===== src/rtl/csr_access_sequencer_if.sv =====
`default_nettype none
// ============================================================================
// Module   : csr_access_sequencer_if
// Purpose  : CSR bus between the access sequencer (master) and the CSR data
//            registers (slaves). The slaves OR their read data and hit flags.
// Revision : 1.0 - initial release
// ============================================================================
interface csr_access_sequencer_if;
  logic        csrWriteEnable;
  logic        csrReadEnable;
  logic [11:0] csrAddress;
  logic [31:0] csrWriteData;
  logic [31:0] csrReadData;
  logic        csrRequestOutput;

  modport master (
    output csrWriteEnable,
    output csrReadEnable,
    output csrAddress,
    output csrWriteData,
    input  csrReadData,
    input  csrRequestOutput
  );

  modport slave (
    input  csrWriteEnable,
    input  csrReadEnable,
    input  csrAddress,
    input  csrWriteData,
    output csrReadData,
    output csrRequestOutput
  );
endinterface
`default_nettype wire


===== src/rtl/csr_access_sequencer.sv =====
`default_nettype none
// ============================================================================
// Module   : csr_access_sequencer
// Purpose  : Executes one Zicsr operation (CSRRW/CSRRS/CSRRC, register or
//            immediate form) per core request: optional read, optional
//            read-modify-write, illegal-access detection, old value return.
// Revision : 1.0 - initial release
// ============================================================================
module csr_access_sequencer (
  input  logic                          clk,
  input  logic                          rst,
  input  logic                          request,
  input  logic [1:0]                    op,
  input  logic [11:0]                   address,
  input  logic [31:0]                   sourceData,
  input  logic                          sourceIsZero,
  input  logic                          destIsZero,
  output logic                          busy,
  output logic                          done,
  output logic                          illegal,
  output logic [31:0]                   result,
  csr_access_sequencer_if.master        bus
);

  localparam logic [1:0] OP_RW = 2'b01;
  localparam logic [1:0] OP_RS = 2'b10;
  localparam logic [1:0] OP_RC = 2'b11;

  typedef enum logic [1:0] {
    IDLE  = 2'd0,
    READ  = 2'd1,
    WRITE = 2'd2,
    DONE  = 2'd3
  } state_t;

  state_t      state_q,    state_d;
  logic [1:0]  op_q,       op_d;
  logic [31:0] src_q,      src_d;
  logic        do_write_q, do_write_d;
  logic        illegal_q,  illegal_d;
  logic [31:0] result_q,   result_d;
  logic [11:0] addr_q,     addr_d;
  logic [31:0] wdata_q,    wdata_d;

  logic w_do_read;
  logic w_do_write;
  logic w_read_only;

  // Access classification of the incoming request (only meaningful in IDLE)
  always_comb begin
    w_do_read   = !((op == OP_RW) && destIsZero);
    w_do_write  = (op == OP_RW) || !sourceIsZero;
    w_read_only = (address[11:10] == 2'b11);
  end

  // Next-state and datapath update; result_q doubles as the captured old value
  always_comb begin
    state_d    = state_q;
    op_d       = op_q;
    src_d      = src_q;
    do_write_d = do_write_q;
    illegal_d  = illegal_q;
    result_d   = result_q;
    addr_d     = addr_q;
    wdata_d    = wdata_q;
    case (state_q)
      IDLE: begin
        if (request) begin
          op_d       = op;
          src_d      = sourceData;
          do_write_d = w_do_write;
          result_d   = '0;
          illegal_d  = 1'b0;
          if ((op == 2'b00) || (w_do_write && w_read_only)) begin
            illegal_d = 1'b1;
            state_d   = DONE;
          end else begin
            addr_d = address;
            if (w_do_read) begin
              state_d = READ;
            end else begin
              wdata_d = sourceData;
              state_d = WRITE;
            end
          end
        end
      end
      READ: begin
        result_d = bus.csrReadData;
        if (!bus.csrRequestOutput) begin
          illegal_d = 1'b1;
          state_d   = DONE;
        end else if (do_write_q) begin
          case (op_q)
            OP_RS:   wdata_d = bus.csrReadData | src_q;
            OP_RC:   wdata_d = bus.csrReadData & ~src_q;
            default: wdata_d = src_q;
          endcase
          state_d = WRITE;
        end else begin
          state_d = DONE;
        end
      end
      WRITE:   state_d = DONE;
      default: state_d = IDLE;
    endcase
  end

  // State and datapath registers, synchronous active-low reset
  always_ff @(posedge clk) begin
    if (!rst) begin
      state_q    <= IDLE;
      op_q       <= 2'b00;
      src_q      <= '0;
      do_write_q <= 1'b0;
      illegal_q  <= 1'b0;
      result_q   <= '0;
      addr_q     <= '0;
      wdata_q    <= '0;
    end else begin
      state_q    <= state_d;
      op_q       <= op_d;
      src_q      <= src_d;
      do_write_q <= do_write_d;
      illegal_q  <= illegal_d;
      result_q   <= result_d;
      addr_q     <= addr_d;
      wdata_q    <= wdata_d;
    end
  end

  // Strobes and status decode from the state register only
  always_comb begin
    busy               = (state_q != IDLE);
    done               = (state_q == DONE);
    illegal            = (state_q == DONE) && illegal_q;
    result             = result_q;
    bus.csrReadEnable  = (state_q == READ);
    bus.csrWriteEnable = (state_q == WRITE);
    bus.csrAddress     = addr_q;
    bus.csrWriteData   = wdata_q;
  end

endmodule
`default_nettype wire

===== src/flat_wrapper.sv =====
// flat-port wrapper written by rule: the top's interface ports become plain ports
module csr_access_sequencer_flat 
  (clk, rst, request, op, address, sourceData, sourceIsZero, destIsZero, busy, done, illegal, result, bus_csrWriteEnable, bus_csrReadEnable, bus_csrAddress, bus_csrWriteData, bus_csrReadData, bus_csrRequestOutput);
  csr_access_sequencer_if bus_i ();
  input  logic clk;
  input  logic rst;
  input  logic request;
  input  logic [1:0] op;
  input  logic [11:0] address;
  input  logic [31:0] sourceData;
  input  logic sourceIsZero;
  input  logic destIsZero;
  output logic busy;
  output logic done;
  output logic illegal;
  output logic [31:0] result;
  output wire logic [$bits(bus_i.csrWriteEnable)-1:0] bus_csrWriteEnable;
  output wire logic [$bits(bus_i.csrReadEnable)-1:0] bus_csrReadEnable;
  output wire logic [$bits(bus_i.csrAddress)-1:0] bus_csrAddress;
  output wire logic [$bits(bus_i.csrWriteData)-1:0] bus_csrWriteData;
  input wire logic [$bits(bus_i.csrReadData)-1:0] bus_csrReadData;
  input wire logic [$bits(bus_i.csrRequestOutput)-1:0] bus_csrRequestOutput;
  assign bus_csrWriteEnable = bus_i.csrWriteEnable;
  assign bus_csrReadEnable = bus_i.csrReadEnable;
  assign bus_csrAddress = bus_i.csrAddress;
  assign bus_csrWriteData = bus_i.csrWriteData;
  assign bus_i.csrReadData = bus_csrReadData;
  assign bus_i.csrRequestOutput = bus_csrRequestOutput;
  csr_access_sequencer u_core (.clk(clk), .rst(rst), .request(request), .op(op), .address(address), .sourceData(sourceData), .sourceIsZero(sourceIsZero), .destIsZero(destIsZero), .busy(busy), .done(done), .illegal(illegal), .result(result), .bus(bus_i));
endmodule

===== config.mk =====
export PLATFORM = sky130hd
export DESIGN_NAME = csr_access_sequencer_flat
export DESIGN_NICKNAME = d
export VERILOG_FILES = /design/src/rtl/csr_access_sequencer_if.sv /design/src/rtl/csr_access_sequencer.sv /design/src/flat_wrapper.sv
export SDC_FILE = /design/constraint.sdc
export NUM_CORES = 1
export LEC_CHECK = 0
export CORE_MARGIN = 1
export CORE_UTILIZATION = 50
export CTS_CLUSTER_DIAMETER = 60
export DETAILED_ROUTE_END_ITERATION = 6
export DONT_BUFFER_PORTS = 1
export PLACE_DENSITY = 0.77
export SETUP_SLACK_MARGIN = 0.3
export SLEW_MARGIN = 40
export SYNTH_ARGS = -nofsm -noshare
export SYNTH_HDL_FRONTEND = slang
export SYNTH_SLANG_ARGS = --single-unit

===== constraint.sdc =====
create_clock -name clk -period 3.7 [get_ports clk]
set_input_delay 0.74 -clock clk [delete_from_list [all_inputs] [get_ports clk]]
set_output_delay 0.74 -clock clk [all_outputs]
set_load 0.02 [all_outputs]

==> parameters.txt, run 1 <==
Parameter                              Value

Outcome
  Result of the run ... finished, final reports clean

Timing
  Setup clock skew after layout ... approximately 0.011 ns
  Final period util ... between 70% and 80%
  Setup repair after global routing missed its margin ... no
  Rel. slew slack ... 47.6%
  Number of setup violations in the final report ... 0
  Total negative setup slack ... 0 ns
  Final Slew Violations ... 0
  Final number of hold-violating endpoints ... 0
  Worst Max-Slew Pin Slew ... 0.783 ns
  Peak clock frequency supported by timing ... 352 MHz
  Crit path time final ... 2.84 ns

Synthesis
  Number of distinct standard cells referenced by the synthesized netlist ... 30
  Synth top cells by count ... a21oi_1, dfxtp_1, nand2_1
  Most numerous cell in the Yosys netlist ... a21oi_1
  Fraction of registers with async set or reset after synthesis ... 0%
  Ranking of synthesized cells by area ... dfxtp_1, a21oi_1, mux2i_1, a211oi_2, nand2_1
  Register area share after synthesis ... 46.1%
  Net count after synthesis ... around 640
  Mean post-synth cell area ... 8.95 sq um
  Number of storage elements in the synthesis netlist ... 114
  Dominant synthesized flop cell ... dfxtp_1
  Synthesized instance count ... 553
  Count of warnings emitted by yosys ... 0
  Post-Syn Area ... about 5000 sq um
  Post-synth top area cell ... dfxtp_1
  EDFF count, synth ... 0
  Share of the synthesized area in the top cell type ... between 40% and 50%

Route
  Number of search-and-repair iterations in the first detailed-routing pass ... 5
  Violation count after the first detailed-routing iteration ... 126
  Routed wirelength normalized by instance count ... roughly 19 um
  DRC viols ... 0
  Number of vias in the routed layout ... around 4000
  Via count normalized by instance count ... 5.95
  Count of nets left with antenna violations after detail routing ... 0
  Drt total wl ... 12900 um

Worst setup path
  End of the worst register-to-register path ... u_core.bus.csrWriteData[20]$_SDFFE_PN0P_
  Sort of element at the end of the critical path ... output pin
  Worst-path fanout max ... 23
  Worst Reg-to-Reg Cells ... 7
  Critical path data required time ... between 2 and 3 ns
  Nature of the critical path startpoint ... flip-flop
  Arrival time at the worst endpoint ... 2.10 ns
  Critical path start-end classification ... flip-flop to output pin
  Startpoint of the most critical register-to-register path ... u_core.state_q[1]$_SDFFE_PN0N_
  Setup slack of the most critical reg-to-reg path ... around 1.1 ns

Cells and area
  Area growth syn-to-layout ... 13.3%
  Number of diodes ... 0
  Layout cells sized above 1 ... between 10 and 15%
  Final standard cell area without fillers ... about 5600 sq um
  Layout net count ... 622

Hold path
  End point of the worst hold path ... u_core.do_write_q$_SDFFE_PN0P_
  Origin of the worst min-delay path ... sourceIsZero
  Hold-critical path depth ... 1
  Hold crit path type ... input pin to flip-flop

CTS
  Deepest clock path buffer count ... 2
  Cts hold-fix bufs ... 0
  Post-CTS setup buffer count ... 0
  Resized Gates After CTS ... 0
  Clock tree from TritonCTS ... built
  Total number of H-tree levels ... 4
  Clock network latency to the later pin of the worst-skew pair ... 0.49 ns
  Clock buffer count from CTS ... 17
  Clock slew at reported path FFs ... 0.06 ns
  Total clock sinks ... 114
  Root Buffer Master ... clkbuf_8

Pwr
  Leakage power of the design ... around 2.0 nW
  P per Cell Area ... 991 nW/um^2
  Switching component of the power ... between 2 and 2.5 mW
  Sw Ratio ... 40.2%
  Clock network power share ... 30.6%
  Largest voltage drop on the vdd net ... 0.000482 V
  Register share of total power ... between 30% and 40%
  Cell Int Power ... 3.32 mW
  Part of the total power dissipated in combinational logic ... around a third

Placement
  Post-Place Cell Area ... 4970 sq um
  Gpl congestion ... between 0.7 and 0.8
  Port bufs ... 0
  Final HPWL DP ... 8360 um

Floorplanning
  Area of the core region ... 9420 sq um
  Count of pins on the block boundary ... between 150 and 200
  Y dimension of the die ... 101 um
  Row cnt ... 35
  Initial core utilization ... 52.6%
  Die Outline Area ... 10300 sq um
  Die X ... 101 um

Global routing
  Number of antenna violations at the first check in global routing ... 0
  Via count of the first global-routing pass ... 3893
  Maximum number of pins on one net before global-route repair ... 95
  Overall overflow remaining after global route ... 0
  Wire length of the first global-routing pass ... 19300 um
  Overall fraction of global-route tracks in use ... 24.5%

Job
  Max-capacitance violation count ... 0
-- critical path, stage by stage (launching register included) --
cell and delay [ns]:
dfxtp_1 0.34, inv_1 0.09, ha_2 0.67, buf_4 0.47
-- state kept, by name, indices dropped and copies added, names as in the netlist --
register                 flops
u_core.src_q                32
u_core.result               32
u_core.op_q                  2
u_core.bus.csrWriteData     32
u_core.do_write_q            1
u_core.bus.csrAddress       12
u_core.illegal_q             1
u_core.state_q               2
-- worst max-delay path by stage --
stage | from | endpoint | slack [ns] | cells past startpoint
after floorplan | sourceIsZero | u_core.bus.csrAddress[10]$_SDFFE_PN0P_ | 1.92 | 5
after global placement | u_core.state_q[1]$_SDFFE_PN0N_ | u_core.bus.csrWriteData[31]$_SDFFE_PN0P_ | 1.13 | 7
after detailed placement | u_core.state_q[1]$_SDFFE_PN0N_ | u_core.bus.csrWriteData[5]$_SDFFE_PN0P_ | 1.07 | 7
after CTS | u_core.state_q[1]$_SDFFE_PN0N_ | bus_csrReadEnable | 0.85 | 3
after global routing | u_core.state_q[1]$_SDFFE_PN0N_ | bus_csrReadEnable | 0.74 | 3
final | u_core.state_q[1]$_SDFFE_PN0N_ | bus_csrReadEnable | 0.86 | 3
-- cells in the final DEF (no fill, tap or decap), types with 2 or more instances in the layout --
cell type  netlist  final
a21oi_1        133    132
nand3_1          2      2
buf_4            0      9
clkbuf_1        28      2
clkbuf_8         0      2
a211oi_2        30     30
a21oi_4          0      2
clkinv_2         0      2
bufinv_16        0      4
dfxtp_1        114    114
a22oi_1         32     32
inv_6            0      2
mux2i_1         44     44
nand2_1         71     71
nor2_1          47     46
inv_1            5      4
clkinv_4         0      4
a211oi_1         3      3
clkbuf_16        0     16
ha_1             4      3
and2_1           3      3
o21ai_0          4      4
-- layer usage --
metal  share of wire [%]  GRT usage [%]
met1                  40           28.3
met3                 7.8           7.73
met2                  52           43.6
met5                   0              0
met4                0.89           6.47
-- cells by family after synthesis --
| kind of cell | count (synthesis) | share of synthesized area [%] |
|---|---|---|
| fa+ha+maj | 4 | 1.01 |
| mux | 44 | 8.90 |
| simple gates | 130 | 10.6 |
| buf+inv | 53 | 5.08 |
| compound gates | 208 | 28.3 |
| flops | 114 | 46.1 |
-- through the flow --
stage	util, %	power, mW	instances	worst slack [ns]	hold WS, ns
4_1_cts	59.3	5.56	674	0.847	0.323
5_1_grt	59.5	5.83	676	0.736	0.337
3_3_place_gp	52.7	3.78	642	1.13	0.440
6_report	59.5	5.55	676	0.861	0.344
3_5_place_dp	52.7	3.86	642	1.07	0.459
2_1_floorplan	-	3.52	553	1.92	0.432
-- final cells by class --
cell class                      instances  area, sq um
Fill cell                             805         3810
Multi-Input combinational cell        386         2440
Sequential cell                       114         2280
Clock buffer                           20          435
Clock inverter                         12          181
Tap cell                              129          161
Timing Repair Buffer                   10         82.6
Inverter                                5         23.8
-- power by group through the flow --
stage                     Combinational (mW)  Clock [mW]  Sequential, mW
after floorplan                         1.54           0            1.98
after global routing                    1.99        1.78            2.07
after CTS                               1.81        1.72            2.04
after detailed placement                1.80           0            2.06
after global placement                  1.72           0            2.05
final                                   1.82        1.70            2.04
Note: power is estimated with default switching activity, not from simulation.
==> run 2: changes to the inputs <==
Clock period 3.7 ns to 2.7 ns, I/O delays scaled along.
==> parameters.txt, run 2 (same netlist as run 1, synthesis figures left out) <==
Parameter                              Value

Route
  Count of nets left with antenna violations after detail routing ... 0
  Number of vias in the routed layout ... 4037
  Drt total wl ... approximately 13000 um
  Routed wirelength normalized by instance count ... 19.2 um
  Violation count after the first detailed-routing iteration ... between 150 and 200
  DRC viols ... 0
  Number of search-and-repair iterations in the first detailed-routing pass ... 5
  Via count normalized by instance count ... 5.94

Cells and area
  Layout net count ... 626
  Number of fillers in the final layout ... 819
  Area growth syn-to-layout ... 14.2%
  Post-layout utilization of the core ... between 60% and 70%
  Most common cell after layout, fill and taps aside ... a21oi_1
  Layout cells sized above 1 ... 15.4%
  Top library cells by usage in the layout, fill and taps aside ... a21oi_1, dfxtp_1, nand2_1, nor2_1, mux2i_1
  Number of diodes ... 0

Timing
  Crit path time final ... 2.29 ns
  Setup repair after global routing missed its margin ... no
  Final number of hold-violating endpoints ... 0
  Worst Max-Slew Pin Slew ... 0.806 ns
  Final period util ... 84.9%
  Final Slew Violations ... 0
  Post-route setup slack ... just over 0.4 ns
  Peak clock frequency supported by timing ... 436 MHz
  Total negative setup slack ... 0 ns
  Number of setup violations in the final report ... 0
  Rel. slew slack ... 46.2%
  Setup clock skew after layout ... 0.0122 ns

Global routing
  Overall fraction of global-route tracks in use ... between 20% and 30%
  Global Route met1 Usage ... 29.9%
  Number of antenna violations at the first check in global routing ... 0
  Maximum number of pins on one net before global-route repair ... 55
  Met2 demand-to-capacity share in global routing ... 42.6%
  Met3 global-route usage ... 9.04%
  Wire length of the first global-routing pass ... 19900 um
  Via count of the first global-routing pass ... roughly 4000
  Layer with the highest usage ... met2
  Overall overflow remaining after global route ... 0

CTS
  Clock tree from TritonCTS ... built
  Clock network latency to the later pin of the worst-skew pair ... 0.49 ns
  Post-CTS setup buffer count ... 0
  Clock slew at reported path FFs ... 0.06 ns
  Clock buffer count from CTS ... 17
  Total clock sinks ... about 110
  Total number of H-tree levels ... 4
  Deepest clock path buffer count ... 2
  Root Buffer Master ... clkbuf_8
  Resized Gates After CTS ... 0
  Cts hold-fix bufs ... 0

Pwr
  Largest voltage drop on the vdd net ... about 0.00067 V
  Switching component of the power ... 3.08 mW
  Cell Int Power ... 4.51 mW
  Clock network power share ... 29.6%
  Leakage power of the design ... 2.01 nW
  Register share of total power ... 36.8%
  Sw Ratio ... between 40% and 50%
  Part of the total power dissipated in combinational logic ... 33.6%
  Post-route total power ... 7.59 mW
  P per Cell Area ... 1340 nW/um^2

Worst setup path
  Setup slack of the most critical reg-to-reg path ... 0.63 ns
  Critical path data required time ... 2.16 ns
  Sort of element at the end of the critical path ... output pin
  Nature of the critical path startpoint ... flip-flop
  Worst Reg-to-Reg Cells ... 7
  Critical path start-end classification ... flip-flop to output pin
  End of the worst register-to-register path ... u_core.result[30]$_SDFFE_PN0P_
  Worst-path fanout max ... 15
  Startpoint of the most critical register-to-register path ... u_core.state_q[1]$_SDFFE_PN0N_
  Arrival time at the worst endpoint ... 1.75 ns

Job
  Max-capacitance violation count ... 0

Outcome
  Result of the run ... finished, final reports clean

Floorplanning
  Area of the core region ... approximately 9400 sq um
  Row cnt ... 35
  Y dimension of the die ... between 100 and 150 um
  Die Outline Area ... 10300 sq um
  Die X ... 101 um
  Initial core utilization ... 52.6%
  Count of pins on the block boundary ... 165

Placement
  Gpl congestion ... 0.797
  Final HPWL DP ... approximately 8600 um
  Post-placement setup slack ... about 0.57 ns
  Port bufs ... 0

Hold path
  Hold-critical path depth ... 1
  End point of the worst hold path ... u_core.do_write_q$_SDFFE_PN0P_
  Hold crit path type ... input pin to flip-flop
  Origin of the worst min-delay path ... sourceIsZero
-- run 2: cell count changes in the layout (fill, tap and decap cells not counted), sizes merged --
cell,before,now
clkinvlp,1,3
bufinv,4,3
buf,10,14
clkbuf,20,18
inv,6,8
clkinv,6,5
-- run 2: metrics by stage --
stage / std cells / area, sq um / hold WS, ns
after global routing: 680 / 5650 / 0.120
final: 680 / 5650 / 0.145
after detailed placement: 646 / 5020 / 0.447
after CTS: 678 / 5630 / 0.124
after global placement: 646 / 5020 / 0.442
after floorplan: 553 / 4950 / 0.432
-- run 2: final cells by class --
class                      instances  area, sq um  area share (%)
multi-input combinational        386         2440            43.1
tap                              129          161            2.86
clock inverter                    14          179            3.17
inverter                           5         21.3           0.376
sequential                       114         2280            40.4
clock buffer                      18          428            7.57
timing repair buffer              14          141            2.50
-- run 2: worst max-delay path by stage --
stage,from,to,slack (ns),depth (start not counted)
detailed placement,u_core.state_q[0]$_SDFFE_PN0N_,u_core.result[23]$_SDFFE_PN0P_,0.57,7
global route,u_core.state_q[1]$_SDFFE_PN0N_,bus_csrReadEnable,0.33,3
finish,u_core.state_q[1]$_SDFFE_PN0N_,bus_csrReadEnable,0.41,3
floorplan,u_core.state_q[1]$_SDFFE_PN0N_,u_core.bus.csrWriteData[0]$_SDFFE_PN0P_,0.93,7
global placement,u_core.state_q[0]$_SDFFE_PN0N_,u_core.result[15]$_SDFFE_PN0P_,0.71,7
CTS,u_core.state_q[1]$_SDFFE_PN0N_,bus_csrReadEnable,0.40,3
-- run 2: worst max-delay path, cell delays in order (launching register included) --
cell     delay, ns
dfxtp_1       0.34
inv_1         0.10
ha_2          0.40
buf_4         0.40
-- run 2: power groups by stage --
| stage | clock network [mW] | registers, mW | logic (mW) |
|---|---|---|---|
| 2_1_floorplan | 0 | 2.71 | 2.11 |
| 3_3_place_gp | 0 | 2.81 | 2.43 |
| 3_5_place_dp | 0 | 2.83 | 2.51 |
| 4_1_cts | 2.28 | 2.79 | 2.52 |
| 5_1_grt | 2.37 | 2.84 | 2.80 |
| 6_report | 2.25 | 2.79 | 2.55 |
-- run 2: routing by layer --
layer | part of all wire, % | vias to the layer above
li1 | - | 1942
met2 | 50 | 165
met5 | 0 | -
met3 | 8.9 | 10
met1 | 41 | 1920
met4 | 0.91 | 0
==> run 3: changes to the inputs <==
Settings changed: PLACE_DENSITY 0.77 to 0.8.
Clock period 2.7 ns to 1.9 ns, I/O delays scaled along.
==> parameters.txt, run 3 (same netlist as run 1, synthesis figures left out) <==
Parameter                              Value

Cells and area
  Post-layout utilization of the core ... 65.3%
  Layout net count ... 661
  Area of the multi-input gates ... 2510 sq um
  Final standard cell count with taps included and fillers excluded ... 714
  Top library cells by usage in the layout, fill and taps aside ... a21oi_1, dfxtp_1, nand2_1, nor2_1, mux2i_1
  Number of diodes ... 0
  FF/Latch Area ... 2290 sq um
  Layout cells sized above 1 ... 19.5%
  Number of fillers in the final layout ... 730
  Final standard cell area without fillers ... 6150 sq um
  Most common cell after layout, fill and taps aside ... a21oi_1
  Area growth syn-to-layout ... 24.3%

Route
  Count of nets left with antenna violations after detail routing ... 0
  Number of search-and-repair iterations in the first detailed-routing pass ... 4
  Number of vias in the routed layout ... 4291
  Violation count after the first detailed-routing iteration ... 256
  Drt total wl ... 14200 um
  DRC viols ... 0
  Routed wirelength normalized by instance count ... 19.9 um
  Via count normalized by instance count ... 6.01

Placement
  Placed cell count ... 654
  Post-placement setup slack ... approximately 0.09 ns
  Post-Place Cell Area ... 5080 sq um
  Final HPWL DP ... 8820 um
  Port bufs ... 0
  Gpl congestion ... 0.830

Worst setup path
  Arrival time at the worst endpoint ... 1.34 ns
  Capturing instance or port of the critical path ... busy
  Worst Setup SP ... u_core.state_q[1]$_SDFFE_PN0N_
  Nature of the critical path startpoint ... flip-flop
  Setup slack of the most critical reg-to-reg path ... 0.19 ns
  Startpoint of the most critical register-to-register path ... u_core.state_q[0]$_SDFFE_PN0N_
  End of the worst register-to-register path ... u_core.bus.csrWriteData[16]$_SDFFE_PN0P_
  Worst Reg-to-Reg Cells ... 7
  Worst-path fanout max ... 7
  Sort of element at the end of the critical path ... output pin
  Critical path start-end classification ... flip-flop to output pin
  Critical path data required time ... 1.52 ns

CTS
  Clock network latency to the later pin of the worst-skew pair ... a little over 0.5 ns
  Total number of H-tree levels ... 4
  Deepest clock path buffer count ... 2
  Root Buffer Master ... clkbuf_8
  Clock buffer count from CTS ... 17
  Total clock sinks ... roughly 110
  Clock tree from TritonCTS ... built
  Clock slew at reported path FFs ... 0.06 ns

Global routing
  Overall overflow remaining after global route ... 0
  Wire length of the first global-routing pass ... between 20000 and 25000 um
  Layer with the highest usage ... met2
  Global Route met1 Usage ... 30.1%
  Met2 demand-to-capacity share in global routing ... 47.2%
  Maximum number of pins on one net before global-route repair ... 58
  Overall fraction of global-route tracks in use ... between 20 and 30%
  Met3 global-route usage ... 10.6%
  Number of antenna violations at the first check in global routing ... 0
  Via count of the first global-routing pass ... 4326

Timing
  Post-route setup slack ... 0.184 ns
  Setup repair after global routing missed its margin ... yes
  Final period util ... 90.3%
  Worst Max-Slew Pin Slew ... 0.636 ns
  Peak clock frequency supported by timing ... approximately 580 MHz
  Setup clock skew after layout ... approximately 0.014 ns
  Final Slew Violations ... 0
  Number of setup violations in the final report ... 0
  Final number of hold-violating endpoints ... 0
  Rel. slew slack ... 57.6%
  Crit path time final ... 1.72 ns
  Total negative setup slack ... 0 ns
  Minimum hold slack ... 0.0141 ns

Pwr
  Post-route total power ... 11.8 mW
  Leakage power of the design ... 2.23 nW
  Part of the total power dissipated in combinational logic ... 40.3%
  Largest voltage drop on the vdd net ... a little over 0.0009 V
  Switching component of the power ... 4.67 mW
  Register share of total power ... 34.0%
  Cell Int Power ... 7.13 mW
  P per Cell Area ... 1920 nW/um^2
  Clock network power share ... 25.7%
  Sw Ratio ... 39.6%

Hold path
  Hold crit path type ... input pin to flip-flop

Floorplanning
  Count of pins on the block boundary ... 165
  Area of the core region ... around 9400 sq um
  Row cnt ... 35
  Die Outline Area ... 10300 sq um
  Y dimension of the die ... 101 um
  Die X ... a little over 100 um
  Initial core utilization ... 52.6%

Job
  Max-capacitance violation count ... 0

Outcome
  Result of the run ... finished, final reports clean
## run 3: repair_timing
action / CTS / global route
gates resized for setup: 19 / 19
cloned: 3 / 2
endpoints found under the hold margin: 11 / 4
hold buffers: 11 / 4
pin swaps: 2 / 6
setup endpoints to repair: 82 / 92
setup buffers: 3 / 6
## run 3: power by group through the flow
stage | Clock (mW) | Combinational [mW] | Sequential [mW]
finish | 3.03 | 4.76 | 4.01
global placement | 0 | 3.54 | 3.99
global route | 3.19 | 5.09 | 4.07
floorplan | 0 | 3.11 | 3.86
detailed placement | 0 | 3.72 | 4.01
CTS | 3.07 | 4.04 | 4.00
## run 3: layout make-up
type	count	area share [%]
clock buffers	22	7.52
clock inverters	9	1.73
inverters	5	0.468
multi-input cells	387	40.8
flip-flops and latches	114	37.2
well taps	129	2.62
repair buffers	48	9.66
## run 3: how the worst min path moves through the flow
stage                                      from                            end  cells after the start  slack, ns
finish                                      rst  u_core.illegal_q$_SDFFE_PN0P_                      2       0.01
CTS                              sourceData[30]  u_core.src_q[30]$_SDFFE_PN0P_                      2     0.0004
global placement    u_core.op_q[0]$_SDFFE_PN0P_    u_core.op_q[0]$_SDFFE_PN0P_                      2       0.45
floorplan           u_core.op_q[0]$_SDFFE_PN0P_    u_core.op_q[0]$_SDFFE_PN0P_                      2       0.43
detailed placement  u_core.op_q[0]$_SDFFE_PN0P_    u_core.op_q[0]$_SDFFE_PN0P_                      2       0.45
global route                      sourceData[5]   u_core.src_q[5]$_SDFFE_PN0P_                      2      0.005
## run 3: per-layer routing
metal	routed length, um	up-vias
met4	218	0
met3	1210	18
met5	0	-
met2	7080	182
met1	5730	2081
li1	-	2010
## run 3: critical path, stage by stage, from the launching register on
cell	delay, ns
dfxtp_4	0.37
inv_4	0.08
ha_4	0.20
inv_4	0.05
buf_8	0.13
